===== src/rtl/uart_pkg.sv =====
// uart_pkg
// Shared definitions for the UART blocks. This package holds the receiver state encoding,
// the default bit period for 115200 baud at 100 MHz, and the frame width that the holding
// register and the future transmitter also use.
`timescale 1ns/1ps
package uart_pkg;

   // 100 MHz / 115200 baud
   localparam int unsigned CLKS_PER_BIT = 868;

   // Data bits per frame; the holding register is this wide
   localparam int unsigned DATA_BITS = 8;

   typedef enum logic [2:0] {
      IDLE,
      START,
      DATA,
      STOP,
      BREAK
   } rx_state_t;

endpackage


===== src/rtl/sync_2ff.sv =====
// sync_2ff
// Two-flop synchronizer for a single asynchronous input. Both flops reset to RESET_VAL so
// that the synchronized output shows the line's idle level straight out of reset. The TX
// block can reuse it as well.
//
// Ports:
//   clk    destination clock
//   reset  asynchronous, active-low reset
//   d      asynchronous input
//   q      synchronized output (second flop)
`timescale 1ns/1ps
module sync_2ff #(
   parameter logic RESET_VAL = 1'b1
) (
   input  logic clk,
   input  logic reset,
   input  logic d,
   output logic q
);

   logic meta;

   always_ff @(posedge clk or negedge reset) begin
      if (!reset) begin
         meta <= RESET_VAL;
         q    <= RESET_VAL;
      end else begin
         meta <= d;
         q    <= meta;
      end
   end

endmodule


===== src/rtl/uart_rx.sv =====
// uart_rx
// 8N1 asynchronous serial receiver, LSB first. Each bit is sampled once, in the middle of
// its bit period. A good frame loads rx_data and pulses rx_valid for one cycle. A low stop
// bit pulses frame_err for one cycle, and the FSM then waits for the line to go high again
// so that a held-low line is not read again as a new start bit.
//
// Ports:
//   clk        system clock, rising edge
//   reset      asynchronous, active-low reset
//   rx         serial line, asynchronous to clk, idle high
//   rx_data    last correctly framed byte; holds until the next good frame
//   rx_valid   one-cycle pulse when rx_data updates
//   frame_err  one-cycle pulse when the stop bit is sampled low
//   busy       high whenever the FSM is not in IDLE
`timescale 1ns/1ps
module uart_rx #(
   parameter int unsigned CLKS_PER_BIT = uart_pkg::CLKS_PER_BIT,
   parameter int unsigned DATA_BITS    = uart_pkg::DATA_BITS
) (
   input  logic                 clk,
   input  logic                 reset,
   input  logic                 rx,
   output logic [DATA_BITS-1:0] rx_data,
   output logic                 rx_valid,
   output logic                 frame_err,
   output logic                 busy
);

   import uart_pkg::*;

   localparam int unsigned CNT_W = $clog2(CLKS_PER_BIT);
   localparam int unsigned IDX_W = $clog2(DATA_BITS + 1);

   localparam logic [CNT_W-1:0] CNT_LAST = CNT_W'(CLKS_PER_BIT - 1);
   localparam logic [CNT_W-1:0] CNT_HALF = CNT_W'((CLKS_PER_BIT - 1) / 2);
   localparam logic [IDX_W-1:0] IDX_LAST = IDX_W'(DATA_BITS - 1);

   logic                 rx_s;
   rx_state_t            state;
   logic [CNT_W-1:0]     cnt;
   logic [IDX_W-1:0]     bit_idx;
   logic [DATA_BITS-1:0] shreg;

   sync_2ff #(
      .RESET_VAL(1'b1)
   ) u_sync (
      .clk  (clk),
      .reset(reset),
      .d    (rx),
      .q    (rx_s)
   );

   always_ff @(posedge clk or negedge reset) begin
      if (!reset) begin
         state     <= IDLE;
         cnt       <= '0;
         bit_idx   <= '0;
         shreg     <= '0;
         rx_data   <= '0;
         rx_valid  <= 1'b0;
         frame_err <= 1'b0;
      end else begin
         // Pulses last one cycle unless a branch below sets them again
         rx_valid  <= 1'b0;
         frame_err <= 1'b0;

         case (state)
            IDLE: begin
               if (!rx_s) begin
                  cnt   <= '0;
                  state <= START;
               end
            end

            START: begin
               // Check the start bit again at half a bit period to reject glitches
               if (cnt == CNT_HALF) begin
                  if (rx_s) begin
                     state <= IDLE;
                  end else begin
                     cnt     <= '0;
                     bit_idx <= '0;
                     state   <= DATA;
                  end
               end else begin
                  cnt <= cnt + 1'b1;
               end
            end

            DATA: begin
               if (cnt == CNT_LAST) begin
                  // Right shift: the first bit received ends up in the LSB
                  shreg   <= {rx_s, shreg[DATA_BITS-1:1]};
                  bit_idx <= bit_idx + 1'b1;
                  cnt     <= '0;
                  if (bit_idx == IDX_LAST) begin
                     state <= STOP;
                  end
               end else begin
                  cnt <= cnt + 1'b1;
               end
            end

            STOP: begin
               // Return at mid-stop-bit so that a back-to-back start edge is caught
               if (cnt == CNT_LAST) begin
                  cnt <= '0;
                  if (rx_s) begin
                     rx_data  <= shreg;
                     rx_valid <= 1'b1;
                     state    <= IDLE;
                  end else begin
                     frame_err <= 1'b1;
                     state     <= BREAK;
                  end
               end else begin
                  cnt <= cnt + 1'b1;
               end
            end

            BREAK: begin
               if (rx_s) begin
                  state <= IDLE;
               end
            end

            default: begin
               state <= IDLE;
            end
         endcase
      end
   end

   // Decoded straight from the state register, so busy falls on the same edge as the
   // rx_valid pulse
   assign busy = (state != IDLE);

endmodule


===== config.mk =====
export PLATFORM = sky130hd
export DESIGN_NAME = uart_rx
export DESIGN_NICKNAME = d
export VERILOG_FILES = /design/src/rtl/uart_pkg.sv /design/src/rtl/sync_2ff.sv /design/src/rtl/uart_rx.sv
export SDC_FILE = /design/constraint.sdc
export NUM_CORES = 1
export LEC_CHECK = 0
export CAP_MARGIN = 0
export CORE_MARGIN = 2
export CORE_UTILIZATION = 50
export CTS_CLUSTER_SIZE = 20
export DETAILED_ROUTE_END_ITERATION = 10
export GPL_TIMING_DRIVEN = 0
export PLACE_DENSITY_LB_ADDON = 0.2
export SYNTH_ARGS = -nofsm -noshare
export SYNTH_HDL_FRONTEND = slang
export SYNTH_HIERARCHICAL = 1
export SYNTH_SLANG_ARGS = --single-unit

===== constraint.sdc =====
create_clock -name clk -period 1.9 [get_ports clk]
set_input_delay 0.19 -clock clk [delete_from_list [all_inputs] [get_ports clk]]
set_output_delay 0.19 -clock clk [all_outputs]
set_load 0.05 [all_outputs]

Word level (Yosys, flattened, before mapping)
Index checks and enable logic that the tools add are counted.
{ "totals": {"elab_cells": 57, "output_inout_bits": 11, "ff_bits": 37} }
{ "op_classes": {"reduce_logical": 9, "n_addsub": 2, "muxes": 23, "eq_ne": 14} }
{ "ops": {"columns": ["operator", "count"], "rows": [
  ["10-bit two-way mux", 3],
  ["10-bit case mux with 3 select lines", 1],
  ["3-bit two-way mux", 7],
  ["3-bit case mux with 5 select lines", 1],
  ["4-bit two-way mux", 3],
  ["2-bit != test, second input constant", 6],
  ["10-bit by 1-bit adder with 10-bit output, second input constant", 1],
  ["10-bit == test, second input constant", 1],
  ["10-bit by 9-bit == test with 1-bit output, second input constant", 1],
  ["4-bit case mux with 2 select lines", 1],
  ["3-bit by 2-bit == test with 1-bit output, second input constant", 2],
  ["1-bit two-way mux", 6],
  ["6-bit AND reduction", 1],
  ["3-bit nonzero test", 2],
  ["4-bit by 1-bit adder with 4-bit output, second input constant", 1],
  ["4-bit by 3-bit == test with 1-bit output, second input constant", 1],
  ["4-bit AND reduction", 1],
  ["3-bit by 1-bit == test with 1-bit output, second input constant", 1],
  ["3-bit == test, second input constant", 1],
  ["3-bit logical NOT", 1],
  ["3-bit AND reduction", 1],
  ["2-bit two-way mux", 1],
  ["2-bit by 1-bit != test with 1-bit output, second input constant", 1],
  ["2-bit AND reduction", 1],
  ["2 further kinds", 2]
]} }

Longest topological paths before layout
Gate-level depths: netlist of the first run.
{ "depth": {"depth_word": 4, "depth_mapped": 8} }

Modules after synthesis
Netlist of the first run, hierarchy kept.
{ "modules_own_cells": {"columns": ["module", "area_per_inst_um2", "n_inst", "cells_per_inst"], "rows": [
  ["uart_rx", 1679.1, 1, 154],
  ["sync_2ff", 52.6, 1, 2]
]} }

Worst setup path after synthesis of the first run
Ideal clock, no wire load.
{ "synth_timing": {"path_kind": "register -> register", "startpoint": "reg cnt[3]", "endpoint": "reg rx_data[0]", "required_time_ps": 1775, "synth_period_minus_slack_ps": 1931, "path_buffers": 1, "path_slack_ps": -31, "arrival_ps": 1806, "path_stages_with_launch": 6, "setup_time_ps": 125, "path_cell_list": "dfrtp_1 or3b_4 nor3_4 nor2b_1 buf_4 mux2_2"} }
{ "synth_between": {"elab_chain_cells": 2} }
{ "synth_rtl": {"columns": ["element", "line_no", "text"], "rows": [
  ["start, declared", "uart_rx.sv:40", "logic [CNT_W-1:0] cnt;"],
  ["start signal, assigned", "uart_rx.sv:86", "cnt <= cnt + 1'b1;"],
  ["start signal, assigned", "uart_rx.sv:100", "cnt <= cnt + 1'b1;"],
  ["start signal, assigned", "uart_rx.sv:117", "cnt <= cnt + 1'b1;"],
  ["10-bit == test", "uart_rx.sv:106", "if (cnt == CNT_LAST) begin"],
  ["3-bit AND reduction (no source line)", null, null],
  ["end signal, assigned", "uart_rx.sv:109", "rx_data <= shreg;"],
  ["end, declared", "uart_rx.sv:23", "output logic [DATA_BITS-1:0] rx_data,"]
]} }
No other way between the ends.
A chain may end at the register's enable or synchronous reset.

Worst setup path after layout of the first run
{ "layout_timing": {"startpoint": "reg cnt[3]", "endpoint": "reg rx_data[7]"} }
The elaborated chain is that of the path after synthesis.

==> flow_metrics.py, run 1 <==
metrics = {
    "status": {
        "run_status": "finished, final reports clean",
    },
    "floorplan": {
        "rows": 21,
        "die_width_um": 62.9,
        "initial_core_util_pct": 51.9,
        "die_y_um": 62.9,
        "die-area_sq_um": 3950,
        "coreArea_sq_um": 3340,
        "io_pins": 14,
    },
    "finish": {
        "drive_above_1_share_pct": 29.2,
        "final_cell_mix": "dfrtp_1 (34), buf_4 (13), nor2_1 (12), nand2_1 (12), clkdlybuf4s50_1 (11)",
        "n_antenna_cell": 0,
        "instances_no_fill": 238,
        "fin_nets": 197,
        "layout_commonest_cell": "dfrtp_1",
        "area_growth_pct": 27.9,
        "design_area_sq_um": 2210,
    },
    "timing": {
        "hold_ws_ns": 0.233,
        "worst_slew_pin_slew_ns": 0.796,
        "fmax_mhz": 541,
        "period_share_pct": 97.4,
        "setup_viol_count_final": 0,
        "maxSlewHeadroom_pct": 46.9,
        "min_period_ns": 1.85,
        "rsz0062_at_grt": "yes",
        "finalMaxSlewViolations": 0,
        "skew_ns": 0.0127,
        "final_hold_viol_count": 0,
        "fin_tns_setup_ns": 0,
    },
    "power": {
        "power.density_nw_per_um2": 621,
        "vdd_drop_max_mv": 0.449,
        "leakagePower_nw": 1.03,
        "internal_power_mw": 1.07,
        "p_clk_share_pct": 40.8,
        "p_sw_mw": 0.301,
        "swShare_pct": 21.9,
        "pwr-share-comb_pct": 1.5,
        "p_total_mw": 1.38,
        "seq_power_share_pct": 57.7,
    },
    "hold_path": {
        "worstHoldStart": "rx",
        "holdPathStages": 1,
        "hold_end": "u_sync/meta",
        "min_path_type": "primary input to register",
    },
    "critical_path": {
        "cp-end-kind": "register",
        "worstReg2RegEnd": "rx_data[7]",
        "reg2regPathDepth": 5,
        "arrival_ns": 2.10,
        "cp_data_required_time_ns": 2.15,
        "reg2reg_from": "cnt[3]",
        "start_kind": "register",
        "path_class": "register to register",
        "crit_fanout": 8,
        "crit_start": "cnt[3]",
        "reg2reg_slack_ns": 0.05,
    },
    "synth": {
        "yosysUniqueCellTypes": 40,
        "synth_fp_nets": 162,
        "synthArstFlopShare_pct": 100,
        "synthFlopType": "dfrtp_1",
        "synth_seq_area_share_pct": 53.6,
        "ys_ff_latch": 37,
        "syn_area_sq_um": 1730,
        "ys.warnings.count": 6,
        "syn_inst": 156,
        "synth_edf_count": 0,
        "syn_area_per_cell_sq_um": 11.1,
    },
    "cts": {
        "clock_path_buffers": 2,
        "clk_latency_ns": 0.36,
        "cts_tree": "built",
        "root_buffer": "clkbuf_4",
        "clock_sinks": 37,
        "clkTransAtPathRegs_ns": 0.12,
        "htree_num_levels": 2,
        "cts_buffers": 5,
    },
    "global_route": {
        "met1_usage_pct": 24.2,
        "grt_antenna_before_repair": 0,
        "use_met3_pct": 3.78,
        "grt_pass1_wl_mm": 5.88,
        "grt_use_met2_pct": 31.6,
        "grt_remaining_overflow": 0,
        "busiest_layer": "met2",
        "grt_pass1_vias": 1309,
        "grt_max_degree": 38,
        "grt_use_total_pct": 19.2,
    },
    "placed_design": {
        "post-dp-hpwl_mm": 2.22,
        "gp_congestion": 0.819,
        "portBuffers": 13,
        "dp_cells": 215,
        "placed_area_sq_um": 1910,
    },
    "run": {
        "drv_cap": 0,
    },
    "route": {
        "first_pass_iters": 4,
        "routed_wl_mm": 3.48,
        "num_vias": 1320,
        "drc": 0,
        "drt-wirelength-per-cell_um": 14.6,
        "ant_nets": 0,
        "viasPerCell": 5.55,
        "first_iter_violations": 74,
    },
}
==> Yosys cell counts, types with 2 or more instances <==
library cell | instances | area [sq um]
mux2_2 | 15 | 169
inv_1 | 6 | 22.5
nor2b_1 | 3 | 18.8
nand4_1 | 2 | 12.5
ha_1 | 3 | 37.5
dfstp_2 | 2 | 52.6
nor2_1 | 12 | 45.0
mux2i_1 | 2 | 20.0
a21oi_1 | 10 | 50.1
nor3_1 | 2 | 10.0
or3_1 | 2 | 12.5
nor4_1 | 2 | 12.5
a31oi_1 | 5 | 31.3
nand2b_1 | 4 | 25.0
o22ai_1 | 3 | 18.8
nand2_1 | 12 | 45.0
o21ai_0 | 7 | 35.0
nand3_1 | 8 | 40.0
dfrtp_1 | 35 | 876
==> layout make-up <==
type	instances	area, sq um
Tap cell	46	57.6
Multi-Input combinational cell	109	841
Clock buffer	5	37.5
Fill cell	266	1120
Sequential cell	37	930
Inverter	6	22.5
Buffer	4	41.3
Clock inverter	3	46.3
Timing Repair Buffer	28	239
==> worst max-delay path by stage <==
stage / end / slack [ns] / cells after the start
after CTS: rx_data[4] / -0.02 / 5
after global placement: rx_data[6] / -0.14 / 6
after global routing: rx_data[4] / -0.03 / 5
after floorplan: rx_data[0] / 0.03 / 6
after detailed placement: rx_data[2] / -0.19 / 6
final: rx_data[7] / 0.05 / 5
==> critical path, stage by stage (launching register included) <==
cell and delay [ns]:
dfrtp_1 0.41, or3b_4 0.44, nor3_4 0.22, nor2b_4 0.20
buf_8 0.15, mux2_4 0.30
==> flip-flops by register name (all words and copies together) (netlist names) <==
register and flops:
cnt 10, rx_data 8, shreg 8, bit_idx 4
state 3, frame_err 1, rx_valid 1, u_sync/meta 1
u_sync/q 1
==> power by group through the flow <==
stage	logic, mW	registers [mW]	clock network [mW]
4_1_cts	0.0206	0.794	0.572
6_report	0.0200	0.794	0.561
3_3_place_gp	0.0198	0.809	0
2_1_floorplan	0.000856	0.808	0
5_1_grt	0.0239	0.795	0.607
3_5_place_dp	0.0193	0.809	0
==> per-layer routing <==
layer	routed length [um]	vias to the layer above	part of all wire, %
li1	-	632	-
met3	117	8	3.4
met5	0	-	0
met1	1610	653	46
met4	80	0	2.3
met2	1670	27	48
==> kinds of logic after synthesis <==
logic type	count (synthesis)	synth area share [%]
compound gates	33	11.4
xor+xnor	1	0.506
fa+ha+maj	3	2.17
buf+inv	10	2.89
flops	37	53.6
mux	18	11.8
simple gates	54	17.6
==> metrics by stage <==
step / utilization [%] / setup WS, ns
after CTS: 61.3 / -0.0157
after global routing: 66.4 / -0.0344
after global placement: 57.5 / -0.141
after floorplan: - / 0.0349
final: 66.4 / 0.0499
after detailed placement: 57.4 / -0.193
==> timing repair <==
action | CTS | global route
hold buffers | 1 | 0
pin swaps | 2 | 5
gates resized for setup | 1 | 27
setup endpoints to repair | 26 | 28
buffers inserted | 5 | 9
hold endpoints to repair | 35 | 0
Note: power is estimated with default switching activity, not from simulation.
==> inputs of run 2 (changes only) <==
Settings changed: TNS_END_PERCENT set to 30.
==> run 2 against run 1 <==
Effect of this change: cell count down 0.84%; worst hold slack worse by 0.00078 ns; global-route usage unchanged; sequential share of layout area up 1.2 points; maximum frequency down 0.73%; register-to-register slack about the same; critical path depth unchanged; critical endpoint unchanged; largest power group unchanged.
==> flow_metrics.py, run 2 (same netlist as run 1, synthesis figures left out) <==
metrics = {
    "status": {
        "run_status": "finished, final reports clean",
    },
    "floorplan": {
        "die-area_sq_um": 3950,
        "die_width_um": 62.9,
        "io_pins": 14,
        "coreArea_sq_um": 3340,
        "initial_core_util_pct": 51.9,
        "rows": 21,
        "die_y_um": 62.9,
    },
    "power": {
        "p_clk_share_pct": 40.8,
        "swShare_pct": 21.9,
        "pwr-share-comb_pct": 1.4,
        "power.density_nw_per_um2": 640,
        "seq_power_share_pct": 57.7,
        "p_total_mw": 1.38,
        "p_sw_mw": 0.301,
        "leakagePower_nw": 1.01,
        "vdd_drop_max_mv": 0.449,
        "internal_power_mw": 1.07,
    },
    "hold_path": {
        "worstHoldStart": "rx",
        "min_path_type": "primary input to register",
    },
    "finish": {
        "largest_reg_flops": 10,
        "layout_commonest_cell": "dfrtp_1",
        "final_cell_mix": "dfrtp_1 (34), mux2_2 (15), buf_4 (13), nor2_1 (12), nand2_1 (12)",
        "multi_input_area_sq_um": 803,
        "area_growth_pct": 24.2,
        "largestRegisters": "cnt (10), rx_data (8), shreg (8)",
        "regMostFlops": "cnt",
        "final_util_pct": 64.5,
        "design_area_sq_um": 2150,
        "seqCellArea_sq_um": 930,
        "fin_nets": 195,
        "n_antenna_cell": 0,
        "n_fill_cell": 276,
        "drive_above_1_share_pct": 27.9,
    },
    "timing": {
        "fmax_mhz": 537,
        "maxSlewHeadroom_pct": 47.4,
        "setup_viol_count_final": 0,
        "skew_ns": 0.0136,
        "fin_tns_setup_ns": 0,
        "rsz0062_at_grt": "yes",
        "finalMaxSlewViolations": 0,
        "fin_ws_ns": 0.0363,
        "worst_slew_pin_slew_ns": 0.789,
        "period_share_pct": 98.1,
        "final_hold_viol_count": 0,
        "min_period_ns": 1.86,
    },
    "route": {
        "viasPerCell": 5.54,
        "ant_nets": 0,
        "drt-wirelength-per-cell_um": 14.3,
        "first_iter_violations": 66,
        "num_vias": 1307,
        "drc": 0,
        "routed_wl_mm": 3.37,
        "first_pass_iters": 4,
    },
    "global_route": {
        "grt_max_degree": 38,
        "grt_pass1_vias": 1309,
        "grt_antenna_before_repair": 0,
        "grt_use_total_pct": 19.2,
        "grt_remaining_overflow": 0,
        "grt_pass1_wl_mm": 5.88,
    },
    "cts": {
        "cts_tree": "built",
        "htree_num_levels": 2,
        "root_buffer": "clkbuf_4",
        "clkTransAtPathRegs_ns": 0.12,
        "cts_buffers": 5,
        "clk_latency_ns": 0.36,
        "clock_sinks": 37,
        "clock_path_buffers": 2,
    },
    "placed_design": {
        "portBuffers": 13,
        "gp_congestion": 0.819,
        "post-dp-hpwl_mm": 2.22,
        "dpl_worst_slack_ns": -0.193,
        "placed_area_sq_um": 1910,
    },
    "critical_path": {
        "worstReg2RegEnd": "rx_data[7]",
        "cp-end-kind": "register",
        "cp_data_required_time_ns": 2.15,
        "reg2reg_slack_ns": 0.04,
        "reg2regPathDepth": 5,
        "start_kind": "register",
        "critPathCapture": "rx_data[7]",
        "path_class": "register to register",
        "arrival_ns": 2.11,
        "reg2reg_from": "cnt[3]",
        "crit_fanout": 8,
        "crit_start": "cnt[3]",
    },
    "run": {
        "drv_cap": 0,
    },
}
==> run 2: cell count changes in the layout (fill, tap and decap cells not counted) <==
cell	previous run	this run
buf_8	1	0
nor2b_4	1	0
mux2_2	7	15
o21ai_1	2	1
buf_6	3	2
nor2b_1	2	3
o21ai_0	6	7
mux2_4	9	1
==> run 2: how the worst min path moves through the flow <==
stage / slack (ns) / endpoint / depth (start not counted)
6_report: 0.23 / u_sync/meta / 1
5_1_grt: 0.24 / u_sync/meta / 1
4_1_cts: 0.22 / u_sync/meta / 1
3_5_place_dp: 0.32 / state[2] / 1
3_3_place_gp: 0.35 / u_sync/q / 0
2_1_floorplan: -0.11 / bit_idx[0] / 0
==> run 2: critical path, cell delays in order, from the launching register on <==
cell and delay [ns]:
dfrtp_1 0.41, or3b_4 0.45, nor3_4 0.22, nor2b_1 0.16, buf_4 0.18, mux2_2 0.34
==> run 2: power groups by stage <==
stage | clock (mW) | sequential, mW | combinational (mW)
global placement | 0 | 0.809 | 0.0198
floorplan | 0 | 0.808 | 0.000856
global route | 0.607 | 0.795 | 0.0239
detailed placement | 0 | 0.809 | 0.0193
finish | 0.562 | 0.794 | 0.0198
CTS | 0.572 | 0.794 | 0.0206
==> run 2: stage by stage <==
stage          instances  hold slack, ns
3_5_place_dp         215           0.323
4_1_cts              229           0.221
2_1_floorplan        156          -0.106
3_3_place_gp         215           0.347
5_1_grt              236           0.237
6_report             236           0.232
==> run 2: layout make-up <==
class	count	share of cell area, %
clock inverter	3	2.15
sequential	37	43.2
clock buffer	5	1.75
buffer	4	1.57
tap	46	2.68
inverter	6	1.05
timing repair buffer	26	10.2
multi-input combinational	109	37.3
==> run 2: layer usage <==
layer	up-vias	GRT usage [%]	wire, um	part of all wire [%]
li1	625	-	-	-
met1	654	24.2	1530	45
met2	23	31.6	1690	50
met3	5	3.78	95	2.8
met4	0	9.44	55	1.6
met5	-	0	0	0
==> run 2: repair_timing <==
| action | 4_1_cts | 5_1_grt |
|---|---|---|
| hold buffers | 1 | 0 |
| buffers inserted | 5 | 7 |
| gates resized for setup | 1 | 13 |
| pin swaps | 2 | 5 |
| endpoints found under the setup margin | 26 | 28 |
| endpoints found under the hold margin | 35 | 0 |
